===== src/rtl/mem_stage.sv =====
// EX/MEM pipeline register with a req/gnt/rvalid data-memory access engine.
// Optional misaligned-access trap enabled by defining MEM_ALIGN_CHECK_EN.
module mem_stage #(
    parameter int REG_AW = 5,
    parameter int ADDR_W = 32
) (
    input  logic              clk,
    input  logic              reset,
    input  logic              flush,
    input  logic              ex_valid,
    output logic              ex_ready,
    input  logic              ex_we,
    input  logic [REG_AW-1:0] ex_waddr,
    input  logic [31:0]       ex_wdata,
    input  logic [3:0]        ex_mem_op,
    input  logic [31:0]       ex_store_data,
    output logic              dmem_req,
    output logic              dmem_we,
    output logic [ADDR_W-1:0] dmem_addr,
    output logic [3:0]        dmem_be,
    output logic [31:0]       dmem_wdata,
    input  logic              dmem_gnt,
    input  logic              dmem_rvalid,
    input  logic [31:0]       dmem_rdata,
    output logic              mem_we,
    output logic [REG_AW-1:0] mem_waddr,
    output logic [31:0]       mem_wdata,
    output logic              mem_misalign
);
    localparam logic [3:0] OP_LB  = 4'd1;
    localparam logic [3:0] OP_LBU = 4'd2;
    localparam logic [3:0] OP_LH  = 4'd3;
    localparam logic [3:0] OP_LHU = 4'd4;
    localparam logic [3:0] OP_LW  = 4'd5;
    localparam logic [3:0] OP_SB  = 4'd6;
    localparam logic [3:0] OP_SH  = 4'd7;
    localparam logic [3:0] OP_SW  = 4'd8;

    typedef enum logic [1:0] {IDLE, REQ, RESP, DROP} state_t;
    state_t state, state_n;

    logic              is_mem, is_store, is_half, is_word, misalign, accept;
    logic [1:0]        a_raw, a_al;
    logic [ADDR_W-1:0] addr_al;
    logic [3:0]        be_n;
    logic [31:0]       wdata_n;

    // Held for the duration of a load so writeback can be formed on rvalid.
    logic [3:0]        r_op;
    logic [1:0]        r_a;
    logic              r_we;
    logic [REG_AW-1:0] r_waddr;

    assign ex_ready = (state == IDLE);
    assign accept   = ex_valid && ex_ready;

    always_comb begin
        is_mem   = (ex_mem_op >= OP_LB) && (ex_mem_op <= OP_SW);
        is_store = (ex_mem_op >= OP_SB) && (ex_mem_op <= OP_SW);
        is_half  = (ex_mem_op == OP_LH) || (ex_mem_op == OP_LHU) || (ex_mem_op == OP_SH);
        is_word  = (ex_mem_op == OP_LW) || (ex_mem_op == OP_SW);
        a_raw    = ex_wdata[1:0];
`ifdef MEM_ALIGN_CHECK_EN
        misalign = (is_half && a_raw[0]) || (is_word && (a_raw != 2'd0));
        a_al     = a_raw;
`else
        misalign = 1'b0;
        a_al     = is_word ? 2'd0 : (is_half ? {a_raw[1], 1'b0} : a_raw);
`endif
        addr_al      = ex_wdata[ADDR_W-1:0];
        addr_al[1:0] = a_al;
        if (is_word) begin
            be_n    = 4'hF;
            wdata_n = ex_store_data;
        end else if (is_half) begin
            be_n    = 4'b0011 << a_al;
            wdata_n = {2{ex_store_data[15:0]}};
        end else begin
            be_n    = 4'b0001 << a_al;
            wdata_n = {4{ex_store_data[7:0]}};
        end
    end

    function automatic logic [31:0] extract(input logic [3:0] op, input logic [1:0] a,
                                            input logic [31:0] d);
        logic [7:0]  b;
        logic [15:0] h;
        b = d[{a, 3'b000} +: 8];
        h = a[1] ? d[31:16] : d[15:0];
        case (op)
            OP_LB:   extract = {{24{b[7]}}, b};
            OP_LBU:  extract = {24'd0, b};
            OP_LH:   extract = {{16{h[15]}}, h};
            OP_LHU:  extract = {16'd0, h};
            default: extract = d;
        endcase
    endfunction

    always_ff @(posedge clk) begin
        if (reset) state <= IDLE;
        else       state <= state_n;
    end

    // A flush that coincides with gnt cannot recall a load's response, so it is drained.
    always_comb begin
        state_n = state;
        case (state)
            IDLE: if (accept && is_mem && !misalign && !flush) state_n = REQ;
            REQ: begin
                if (dmem_gnt) begin
                    if (dmem_we)    state_n = IDLE;
                    else if (flush) state_n = DROP;
                    else            state_n = RESP;
                end else if (flush) begin
                    state_n = IDLE;
                end
            end
            RESP: begin
                if (dmem_rvalid) state_n = IDLE;
                else if (flush)  state_n = DROP;
            end
            DROP: if (dmem_rvalid) state_n = IDLE;
            default: state_n = IDLE;
        endcase
    end

    always_ff @(posedge clk) begin
        if (reset) begin
            dmem_req     <= 1'b0;
            dmem_we      <= 1'b0;
            dmem_addr    <= '0;
            dmem_be      <= 4'd0;
            dmem_wdata   <= 32'd0;
            mem_we       <= 1'b0;
            mem_waddr    <= '0;
            mem_wdata    <= 32'd0;
            mem_misalign <= 1'b0;
            r_op         <= 4'd0;
            r_a          <= 2'd0;
            r_we         <= 1'b0;
            r_waddr      <= '0;
        end else begin
            mem_we       <= 1'b0;
            mem_misalign <= 1'b0;
            case (state)
                IDLE: begin
                    if (accept && !flush) begin
                        if (!is_mem) begin
                            mem_we    <= ex_we;
                            mem_waddr <= ex_waddr;
                            mem_wdata <= ex_wdata;
                        end else if (misalign) begin
                            mem_misalign <= 1'b1;
                        end else begin
                            dmem_req   <= 1'b1;
                            dmem_we    <= is_store;
                            dmem_addr  <= addr_al;
                            dmem_be    <= be_n;
                            dmem_wdata <= wdata_n;
                            r_op       <= ex_mem_op;
                            r_a        <= a_al;
                            r_we       <= ex_we;
                            r_waddr    <= ex_waddr;
                        end
                    end
                end
                REQ: if (dmem_gnt || flush) dmem_req <= 1'b0;
                RESP: begin
                    if (dmem_rvalid && !flush) begin
                        mem_we    <= r_we;
                        mem_waddr <= r_waddr;
                        mem_wdata <= extract(r_op, r_a, dmem_rdata);
                    end
                end
                default: ;
            endcase
        end
    end
endmodule


===== config.mk =====
export PLATFORM = sky130hd
export DESIGN_NAME = mem_stage
export DESIGN_NICKNAME = d
export VERILOG_FILES = /design/src/rtl/mem_stage.sv
export SDC_FILE = /design/constraint.sdc
export NUM_CORES = 1
export LEC_CHECK = 0
export CORE_MARGIN = 3
export CORE_UTILIZATION = 46
export CTS_CLUSTER_SIZE = 40
export DETAILED_ROUTE_END_ITERATION = 8
export PLACE_DENSITY = 0.88
export SLEW_MARGIN = 10
export SYNTH_ARGS = -nofsm -noshare
export SYNTH_HDL_FRONTEND = slang
export SYNTH_SLANG_ARGS = --single-unit

===== constraint.sdc =====
create_clock -name clk -period 2.2 [get_ports clk]
set_input_delay 0.33 -clock clk [delete_from_list [all_inputs] [get_ports clk]]
set_output_delay 0.33 -clock clk [all_outputs]
set_load 0.03 [all_outputs]

Word-level counts from Yosys, hierarchy flattened
Index checks and enable logic that the tools add are counted.
W data, S select, Z words.
{"block": "word_totals", "ff_bits": 122, "output_inout_bits": 110, "word_cells": 92}
{"block": "op_classes", "order_cmp": 3, "eq_ne": 21, "n_shift": 3, "mux": 33, "n_reduce_logical": 19}
{"cell": "$mux W32", "n": 5}
{"cell": "$pmux W32 S4", "n": 1}
{"cell": "$pmux W32 S2", "n": 1}
{"cell": "$shiftx A32 B6 Y8", "n": 1}
{"cell": "$eq A4 B3 Y1 const B", "n": 4}
{"cell": "$mux W16", "n": 1}
{"cell": "$mux W2", "n": 8}
{"cell": "$mux W5", "n": 3}
{"cell": "$eq A4 B2 Y1 const B", "n": 3}
{"cell": "$reduce_and A4 Y1", "n": 3}
{"cell": "$pmux W5 S2", "n": 1}
{"cell": "$mux W1", "n": 8}
{"cell": "$mux W4", "n": 2}
{"cell": "$ne A2 B2 Y1 const B", "n": 4}
{"cell": "$pmux W2 S4", "n": 1}
{"cell": "$logic_and A1 B1 Y1", "n": 7}
{"cell": "$ne A2 B1 Y1 const B", "n": 3}
{"cell": "$ne A3 B3 Y1 const B", "n": 2}
{"cell": "$eq A2 B2 Y1 const B", "n": 2}
{"cell": "$eq A4 B1 Y1 const B", "n": 1}
{"cell": "$eq A4 B4 Y1 const B", "n": 1}
{"cell": "$ge A4 B1 Y1 const B", "n": 1}
{"cell": "$ge A4 B3 Y1 const B", "n": 1}
{"cell": "$le A4 B4 Y1 const B", "n": 1}
{"cell": "other kinds (9)", "n": 14}

Longest topological paths before layout
Gate-level depths: netlist of run 1.
{"block": "depth", "depth_word": 8, "mapped_depth": 8, "mapped_depth_nobuf": 5}

Worst setup path before layout of run 1
No wires, ideal clock.
{"block": "synth_timing", "path_kind": "register to register", "from": "reg, netlist name dmem_addr[1]", "to": "reg mem_wdata[23]", "arrival_time_ps": 2022, "required_time_ps": 2057, "path_slack_ps": 35, "stages_incl_launch_ff": 9, "n_path_buf": 3, "period_less_slack_ps": 2165, "cell_sequence": "dfxtp_1 -> buf_2 -> mux2_1 -> or3_1 -> a41o_1 -> buf_2 -> buf_6 -> a21oi_1 -> o41ai_2"}
{"element": "to (signal assigned)", "line": "151", "source": "mem_wdata <= ex_wdata;"}
{"element": "to (signal assigned)", "line": "172", "source": "mem_wdata <= extract(r_op, r_a, dmem_rdata);"}
{"element": "to (decl)", "line": "27", "source": "output logic [31:0] mem_wdata,"}

Worst setup path after layout of run 1
{"block": "layout_timing", "from": "reg state[1]", "to": "out ex_ready"}
{"block": "layout_between", "elab_chain_len": 1}
{"element": "from (decl)", "line": "40", "source": "state_t state, state_n;"}
{"element": "from (signal assigned)", "line": "101", "source": "else state <= state_n;"}
{"element": "$logic_not A2 Y1", "line": "54", "source": "assign ex_ready = (state == IDLE);"}
{"element": "to (decl)", "line": "11", "source": "output logic ex_ready,"}
Every way passes these cells.

==> summary.txt, run 1 <==
Period utilisation layout: 95.6%
Die W: 123 um
Mapped cell area: 6240 um2
Yosys reg bits: 120
Top Ports: 222
Synth cell types: 66
Slew @ Worst Pin: 553 ps
Initial antenna violation count: 0
Pwr Density: 712 nW/um2
HP Class: in2reg
Crit path max fanout: 13
Worst-Skew Late Latency: 430 ps
Filler cells: 958
Post-synth EDFFs: 0
Clock Sinks: 120
Relative slew slack: 63.1%
Slew Viols, Final: 0
Cell accounting for the most synthesized area: dfxtp_1
Setup crit start kind: register
RSZ-0062 raised after global routing: false
WL/cell: 18.1 um
DRC: 0
Maximum clock rate: 475 MHz
Syn. warnings: 0
Pre-Repair DR Iteration Count: 7
Number of global-route vias before repair: 6246
Setup TNS: 0 ps
Antenna-violating nets left: 0
CTS root buffer: clkbuf_16
Via count: 6636
Starting density of the core: 48.3%
CTS Buffer Depth: 2
Endpoints failing hold: 0
Layout cells sized above 1: 14.4%
Clock skew: 5.01 ps
Synth Instances: 765
Core Footprint: 12900 um2
Largest net degree at the start of global routing: 56
LEAKAGE: 3.43 nW
Top-area cell type share of the netlist area: 38.5%
Area of the die: 15000 um2
Mean post-synth cell area: 8.16 um2
Detailed Place HPWL: 15.5 mm
Worst EP arrival: 1770 ps
Final Util: 73.8%
Hold-fix buffers, CTS: 0
Most frequently used flop master after synthesis: dfxtp_1
First-pass GRT wire length: 32.5 mm
H-tree lvl count: 4
Area grow syn2layout: 52.7%
Initial DRC Count: 500
Syn nets: 877
Post-synthesis sequential area ratio: 38.5%
IO buf count: 220
ANT cells: 0
Async set-reset flop share out of synthesis: 0%
Worst setup EP type: primary output
MaxCap Viol Count: 0
Gpl congestion: 0.909
Final Critical Period: 2100 ps
Power Total: 6.79 mW
CTS tree: done
Die height: 123 um
Row count: 41
WP data required: 1870 ps
GR Overflow Total: 0
Vias/cell: 5.65
Top cells by area, synth: dfxtp_1 (38%), a21oi_1 (9.4%), nand2_1 (8.8%)
CTS clock-pin slew for the worst setup and hold paths: 50 ps
CP Class: reg2out
Num CTS Buffers: 17
Nets: 1102
Final wirelength: 21.2 mm
Gr usage total: 27.8%
Setup Viol. Count Final: 0
Outcome: finished, final reports clean
Worst IR Drop VDD: 0.527 mV
[power breakdown]
part	internal (mW)	switching, mW
clock network	2.03	1.01
registers	2.29	0.0789
logic	0.642	0.744
total	4.96	1.83
[cells by family (layout without fill, tap and decap cells)]
logic type / after synthesis / after routing / synth area share [%]
buffers and inverters: 74 / 312 / 6.07
flip-flops: 120 / 120 / 38.5
multiplexers: 27 / 27 / 4.55
AND/OR/NAND/NOR: 297 / 297 / 22.0
XOR/XNOR: 1 / 1 / 0.140
other: 1 / 1 / 0.0601
AO/OA/AOI/OAI: 245 / 245 / 28.7
[worst max-delay path, cell delays in order (launching register included)]
cell and delay, ps:
dfxtp_1 440, nor2_1 200, clkdlybuf4s50_1 700
[final timing paths]
check,startpoint,to,slack (ps),cells past startpoint
worst max register to register,dmem_addr[1]$_SDFFE_PP0P_,mem_wdata[0]$_SDFFE_PP0P_,120,6
worst min-delay path,reset,dmem_addr[16]$_SDFFE_PP0P_,350,2
worst min register to register,dmem_wdata[7]$_SDFFE_PP0P_,dmem_wdata[7]$_SDFFE_PP0P_,450,2
worst max-delay path,state[1]$_SDFFE_PP0P_,ex_ready,100,2
[flip-flops by register name, summed over array words and instances (netlist names)]
signal	cells
r_we	1
dmem_req	1
dmem_addr	32
state	2
mem_we	1
dmem_we	1
r_waddr	5
dmem_wdata	32
mem_wdata	32
mem_waddr	5
r_op	4
dmem_be	4
[area by class of cell]
class,count,area [um2],share of cell area (%)
Multi-Input combinational cell,571,3480,36.5
Timing Repair Buffer,276,2780,29.2
Sequential cell,120,2400,25.2
Clock buffer,19,443,4.64
Tap cell,172,215,2.26
Clock inverter,13,201,2.11
Inverter,4,15.0,0.157
[metrics by stage]
stage,hold WS [ps],instances,worst slack [ps],instance area (um2)
after CTS,335,1175,107,9540
after global routing,357,1175,0.0453,9540
final,345,1175,96.8,9540
after global placement,441,1143,-137,8890
after floorplan,436,765,35.2,6240
after detailed placement,447,1143,-143,8890
[cells in the mapped netlist (all sizes together), types with 2 or more instances]
cell type  count
nand3          3
a2111o         6
buf           37
a41o           2
and2           3
inv            4
o31ai          2
a21oi        119
nor4bb         2
nor2          83
a31oi          2
or2            3
or3            9
o22ai          2
or3b           3
a211oi        30
and3           3
clkbuf        33
a311oi        17
nor4b          2
a21boi         2
nand2b         7
o21a           2
nand2        146
mux2i         25
dfxtp        120
a21o           9
o221ai         2
nor3           4
o21ai         24
nor2b          4
nand3b        19
o41ai         16
[layer usage]
metal  global-route usage, %  wire length (um)  share of wire, %
met2                    46.9             10400                49
met1                    32.1              8220                39
met5                       0                 0                 0
met3                    10.6              2170                10
met4                    9.80               480               2.3
[cell usage in the layout, fill, tap and decap left out, drive strengths merged, types with 2 or more instances in the layout]
master and n:
a2111o 6, a211oi 30, a21boi 2, a21o 9
a21oi 119, a311oi 17, a31oi 2, a41o 2
and2 3, and3 3, buf 58, bufinv 5
clkbuf 19, clkdlybuf4s50 218, clkinv 5, clkinvlp 3
dfxtp 120, inv 4, mux2i 25, nand2 146
nand2b 7, nand3 3, nand3b 19, nor2 83
nor2b 4, nor3 4, nor4b 2, nor4bb 2
o21a 2, o21ai 24, o221ai 2, o22ai 2
o31ai 2, o41ai 16, or2 3, or3 9
or3b 3
[timing repair]
action                                  CTS  global route
gates resized for setup                   0             1
endpoints found under the setup margin    0             2
buffers inserted                          0             0
Power figures use the tool's default switching activity.
==> inputs of run 2 (changes only) <==
--- a/config.mk
+++ b/config.mk
@@ -5,8 +5,10 @@
 export SDC_FILE = /design/constraint.sdc
 export NUM_CORES = 1
 export LEC_CHECK = 0
+export CELL_PAD_IN_SITES_DETAIL_PLACEMENT = 0
+export CELL_PAD_IN_SITES_GLOBAL_PLACEMENT = 1
 export CORE_MARGIN = 3
-export CORE_UTILIZATION = 46
+export CORE_UTILIZATION = 33
 export CTS_CLUSTER_SIZE = 40
 export DETAILED_ROUTE_END_ITERATION = 8
 export PLACE_DENSITY = 0.88
==> run 2 against run 1 <==
  * Via count shrank 2.9%
  * Total power fell by 2.5%
  * Routed wire length is 1.1% higher
  * Utilization fell by 21 points
  * Clock power decreased by 5%
  * Largest power group unchanged
==> summary.txt, run 2 (synthesis gave the netlist of run 1 again) <==
Outcome: finished, final reports clean
Finished Cell Area: 9580 um2
Relative slew slack: 55.4%
Slew Viols, Final: 0
Setup crit start kind: register
Placed insts: 1202
Reg2Reg Depth: 5
ANT cells: 0
HP Class: reg2reg
Die height: 144 um
DP Area: 8960 um2
Largest registers: dmem_addr (32), dmem_wdata (32), mem_wdata (32)
R2R Path Start: r_op[0]$_SDFFE_PP0P_
Final Critical Period: 2050 ps
Setup Viol. Count Final: 0
Worst-Skew Late Latency: 410 ps
Initial DRC Count: 271
Setup TNS: 0 ps
Via count: 6442
GR met3 Demand/Resource: 7.52%
Nets: 1104
CTS Buffer Depth: 2
Clock skew: 8.37 ps
First-pass GRT wire length: 33.6 mm
Commonest non-fill, non-tap cell in the layout: clkdlybuf4s50_1
Worst EP arrival: 2370 ps
CTS clock-pin slew for the worst setup and hold paths: 50 ps
Reg-to-reg endpoint: mem_wdata[0]$_SDFFE_PP0P_
DRC: 0
Number of global-route vias before repair: 6315
Hold-fix buffers, CTS: 0
CP endpoint: mem_wdata[0]$_SDFFE_PP0P_
Endpoints failing hold: 0
Maximum clock rate: 488 MHz
CP Cell Sequence: o22ai_1 -> o32ai_4 -> a21oi_1 -> a2111o_1 -> a211oi_1
GR Overflow Total: 0
Period utilisation layout: 93.1%
Num CTS Buffers: 17
Setup bufs post-CTS: 0
Area grow syn2layout: 53.4%
Crit path max fanout: 15
Initial antenna violation count: 0
Worst IR Drop VDD: 0.543 mV
Die W: 144 um
Gr usage total: 20.5%
Gpl congestion: 0.833
WP data required: 2530 ps
CTS tree: done
Hold Crit Start: dmem_addr[13]$_SDFFE_PP0P_
Fin cells: 1234
IO buf count: 220
Pre-Repair DR Iteration Count: 5
Slew @ Worst Pin: 669 ps
Row count: 49
RSZ-0062 raised after global routing: false
Detailed Place HPWL: 16.2 mm
Area of the die: 20600 um2
Pwr Density: 692 nW/um2
Worst setup EP type: register
Max incr delay on CP: 610 ps
Hold slack: 450 ps
Layout cells sized above 1: 14.4%
Vias/cell: 5.22
Largest net degree at the start of global routing: 56
Power Total: 6.62 mW
H-tree lvl count: 4
CP startpoint: r_op[0]$_SDFFE_PP0P_
Most frequent cells in the layout: clkdlybuf4s50_1 (217), nand2_1 (145), dfxtp_1 (119), a21oi_1 (117), nor2_1 (73)
MaxCap Viol Count: 0
Starting density of the core: 34.2%
Routing usage on met1: 25.6%
WL/cell: 17.4 um
R2R Setup Slk: 150 ps
Clock Sinks: 120
CP Class: reg2reg
Slowest-stage cell, CP: dfxtp_1
Top Ports: 222
Core Footprint: 18300 um2
Antenna-violating nets left: 0
Final wirelength: 21.5 mm
LEAKAGE: 3.41 nW
Most Used Layer, Global Route: met2
Met2 usage: 32.7%
CTS root buffer: clkbuf_16
## run 2: cell types whose count changed in the layout (fill, tap and decap cells not counted), sizes merged
cell,delta
buf,+2
bufinv,-2
clkbuf,+2
clkdlybuf4s50,-1
clkinv,-1
clkinvlp,+1
dlymetal6s2s,+1
## run 2: stage by stage
stage          util, %  setup WS [ps]
6_report          52.4            152
5_1_grt           52.4           14.2
4_1_cts           52.4           32.4
3_5_place_dp      49.1           -179
3_3_place_gp      49.1           -136
2_1_floorplan        -           35.2
## run 2: routing by layer
layer / vias up / routed length [um]
met4: 0 / 480
met3: 41 / 2030
li1: 3172 / -
met1: 2980 / 9220
met5: - / 0
met2: 249 / 9740
## run 2: layout make-up
class                   instances  area (um2)
clock inverters                11         148
flip-flops and latches        120        2400
multi-input cells             571        3480
inverters                       4        15.0
clock buffers                  21         460
fillers                      1742        8690
repair buffers                278        2790
well taps                     229         287
## run 2: what timing repair did
item	CTS	global route
hold endpoints to repair	0	0
gates resized for setup	0	2
setup endpoints to repair	0	2
## run 2: worst min path at each step
stage | depth (start not counted) | to | slack (ps)
after floorplan | 2 | r_we$_SDFFE_PP0P_ | 440
after global placement | 2 | dmem_wdata[26]$_SDFFE_PP0P_ | 440
after detailed placement | 2 | dmem_wdata[26]$_SDFFE_PP0P_ | 450
after CTS | 2 | dmem_addr[17]$_SDFFE_PP0P_ | 440
after global routing | 2 | dmem_wdata[1]$_SDFFE_PP0P_ | 470
final | 2 | dmem_addr[13]$_SDFFE_PP0P_ | 450
## run 2: critical path, delay by kind of cell, from the launching register on
| family | cells | cell delay (ps) |
|---|---|---|
| compound gates | 5 | 1360 |
| flops | 1 | 610 |
## run 2: where the power goes
| group | leakage, nW | switching, mW | total (mW) | internal [mW] |
|---|---|---|---|---|
| sequential | 0.977 | 0.0792 | 2.37 | 2.29 |
| combinational | 2.15 | 0.736 | 1.38 | 0.642 |
| clock | 0.285 | 1.04 | 2.88 | 1.84 |
==> RTL change (config.mk and constraints of run 2) <==
The parameter `REG_AW` goes from 5 to 6.
--- a/src/rtl/mem_stage.sv
+++ b/src/rtl/mem_stage.sv
@@ -2,5 +2,5 @@
 // Optional misaligned-access trap enabled by defining MEM_ALIGN_CHECK_EN.
 module mem_stage #(
-    parameter int REG_AW = 5,
+    parameter int REG_AW = 6,
     parameter int ADDR_W = 32
 ) (
Ports: changed (resized ex_waddr and mem_waddr); port bits go from 222 to 224. No check against the original RTL was run, so the function may have changed too.
==> RTL change against run 2 <==
  * Via count increased by 1.8%
  * Final area decreased by 1.9%
  * Final cell count increased by 0.16%
  * Area after synthesis decreased by 3.9%
  * Total power decreased by 0.93%
  * Sequential cell count increased by 2
  * Critical path depth decreased by 2
  * Worst setup slack improved by 0.038 ns
  * Count of clock-buffer cells in the layout increased by 1
  * Fmax increased by 1.9%
  * Worst hold slack got worse by 0.022 ns
  * Die area decreased by 3.7%
  * Clock skew increased by 0.0032 ns
  * Wire length increased by 1.7%
  * Largest power group unchanged
==> RTL change: results <==
# TYPE chip_impl_metric gauge
chip_impl_info{name="end_of_the_critical_path",value="ex_ready"} 1
chip_impl_info{name="holdCritStartpoint",value="reset"} 1
chip_impl_metric{name="final_cells",unit=""} 1236
chip_impl_metric{name="critPathMaxStageDelay",unit="ns"} 0.67
chip_impl_metric{name="place_hpwl",unit="mm"} 16.0
chip_impl_metric{name="fraction_of_area_in_multi_input_gates",unit="%"} 34.1
chip_impl_metric{name="reg2reg_slack",unit="ns"} 0.28
chip_impl_metric{name="dp_worst_slack",unit="ns"} -0.134
chip_impl_info{name="worst_r2r_endpoint",value="mem_wdata[26]"} 1
chip_impl_metric{name="grt_first_pass_wirelength",unit="mm"} 34.6
chip_impl_metric{name="fin_worst_skew",unit="ns"} 0.0116
chip_impl_metric{name="area_share_clock_buf_inv",unit="%"} 6.28
chip_impl_metric{name="multi_input_cells",unit=""} 563
chip_impl_info{name="cp_top_family",value="buffers and inverters"} 1
chip_impl_metric{name="globalRouteTotalUtil",unit="%"} 21.8
chip_impl_info{name="reg_to_reg_critical_path_startpoint",value="dmem_addr[1]"} 1
chip_impl_metric{name="fillers",unit=""} 1655
chip_impl_info{name="yosys-top-cells-count",value="sky130_fd_sc_hd__nand2_1, sky130_fd_sc_hd__dfxtp_1, sky130_fd_sc_hd__a21oi_1, sky130_fd_sc_hd__nor2_1, sky130_fd_sc_hd__o21ai_0"} 1
chip_impl_metric{name="utilization",unit="%"} 53.6
chip_impl_metric{name="ys_types",unit=""} 57
chip_impl_metric{name="area.growth.synth_to_final",unit="%"} 56.6
chip_impl_metric{name="fraction_of_final_layout_cells_with_drive_strength_greater_than_1",unit="%"} 12.2
chip_impl_metric{name="hold_path_depth",unit=""} 3
chip_impl_metric{name="synth_seq_cells",unit=""} 122
chip_impl_metric{name="sequential_cell_area",unit="um^2"} 2440
chip_impl_metric{name="maximum_number_of_pins_on_one_net_before_global_route_repair",unit=""} 82
chip_impl_info{name="status",value="finished clean"} 1
chip_impl_metric{name="nets",unit=""} 1111
chip_impl_info{name="hold_path_class",value="in2reg"} 1
chip_impl_metric{name="drtIter0Drc",unit=""} 446
chip_impl_info{name="synth.area.top_cells",value="sky130_fd_sc_hd__dfxtp_1, sky130_fd_sc_hd__a21oi_1, sky130_fd_sc_hd__nand2_1"} 1
chip_impl_metric{name="ff_to_ff_path_depth",unit=""} 7
chip_impl_metric{name="first_global_vias",unit=""} 6339
chip_impl_info{name="critical_path.startpoint",value="state[0]"} 1
chip_impl_metric{name="multi_input_area",unit="um^2"} 3200
chip_impl_metric{name="layout_worst_path_cycle_share",unit="%"} 91.4
chip_impl_info{name="timing.critical_path.slowest_stage_cell",value="sky130_fd_sc_hd__clkdlybuf4s50_1"} 1
chip_impl_metric{name="detail_route.wl_per_cell",unit="um"} 17.7
RTL change: changes by cell type in the layout (fill, tap and decap cells not counted), sizes merged, moves of 16 or more:
cell    before  now
o21ai       24   49
nand3        3   22
a211oi      30   10
nor2        83   49
nand3b      19    3
o41ai       16    0
o31ai        2   19
RTL change: kinds of logic (layout without fill, tap and decap cells):
group,after synthesis,in the layout,share of synthesized area [%]
other,1,1,0.0625
AO/OA/AOI/OAI,275,275,28.8
AND/OR/NAND/NOR,260,260,19.5
buffers and inverters,83,326,6.17
multiplexers,26,26,4.67
XOR/XNOR,1,1,0.146
flip-flops,122,122,40.7
RTL change: layer usage:
layer	share of wire, %	global-route usage [%]	vias to the layer above	routed length (um)
met1	44	28.1	3040	9570
met5	0	0	-	0
met4	1.5	5.76	0	334
li1	-	-	3220	-
met3	8.0	6.68	22	1740
met2	47	35.7	277	10200
RTL change: power by group:
part           switching [mW]  total, mW  internal [mW]
registers              0.0637       2.39           2.33
clock network            1.05       2.80           1.76
logic                   0.733       1.37          0.635
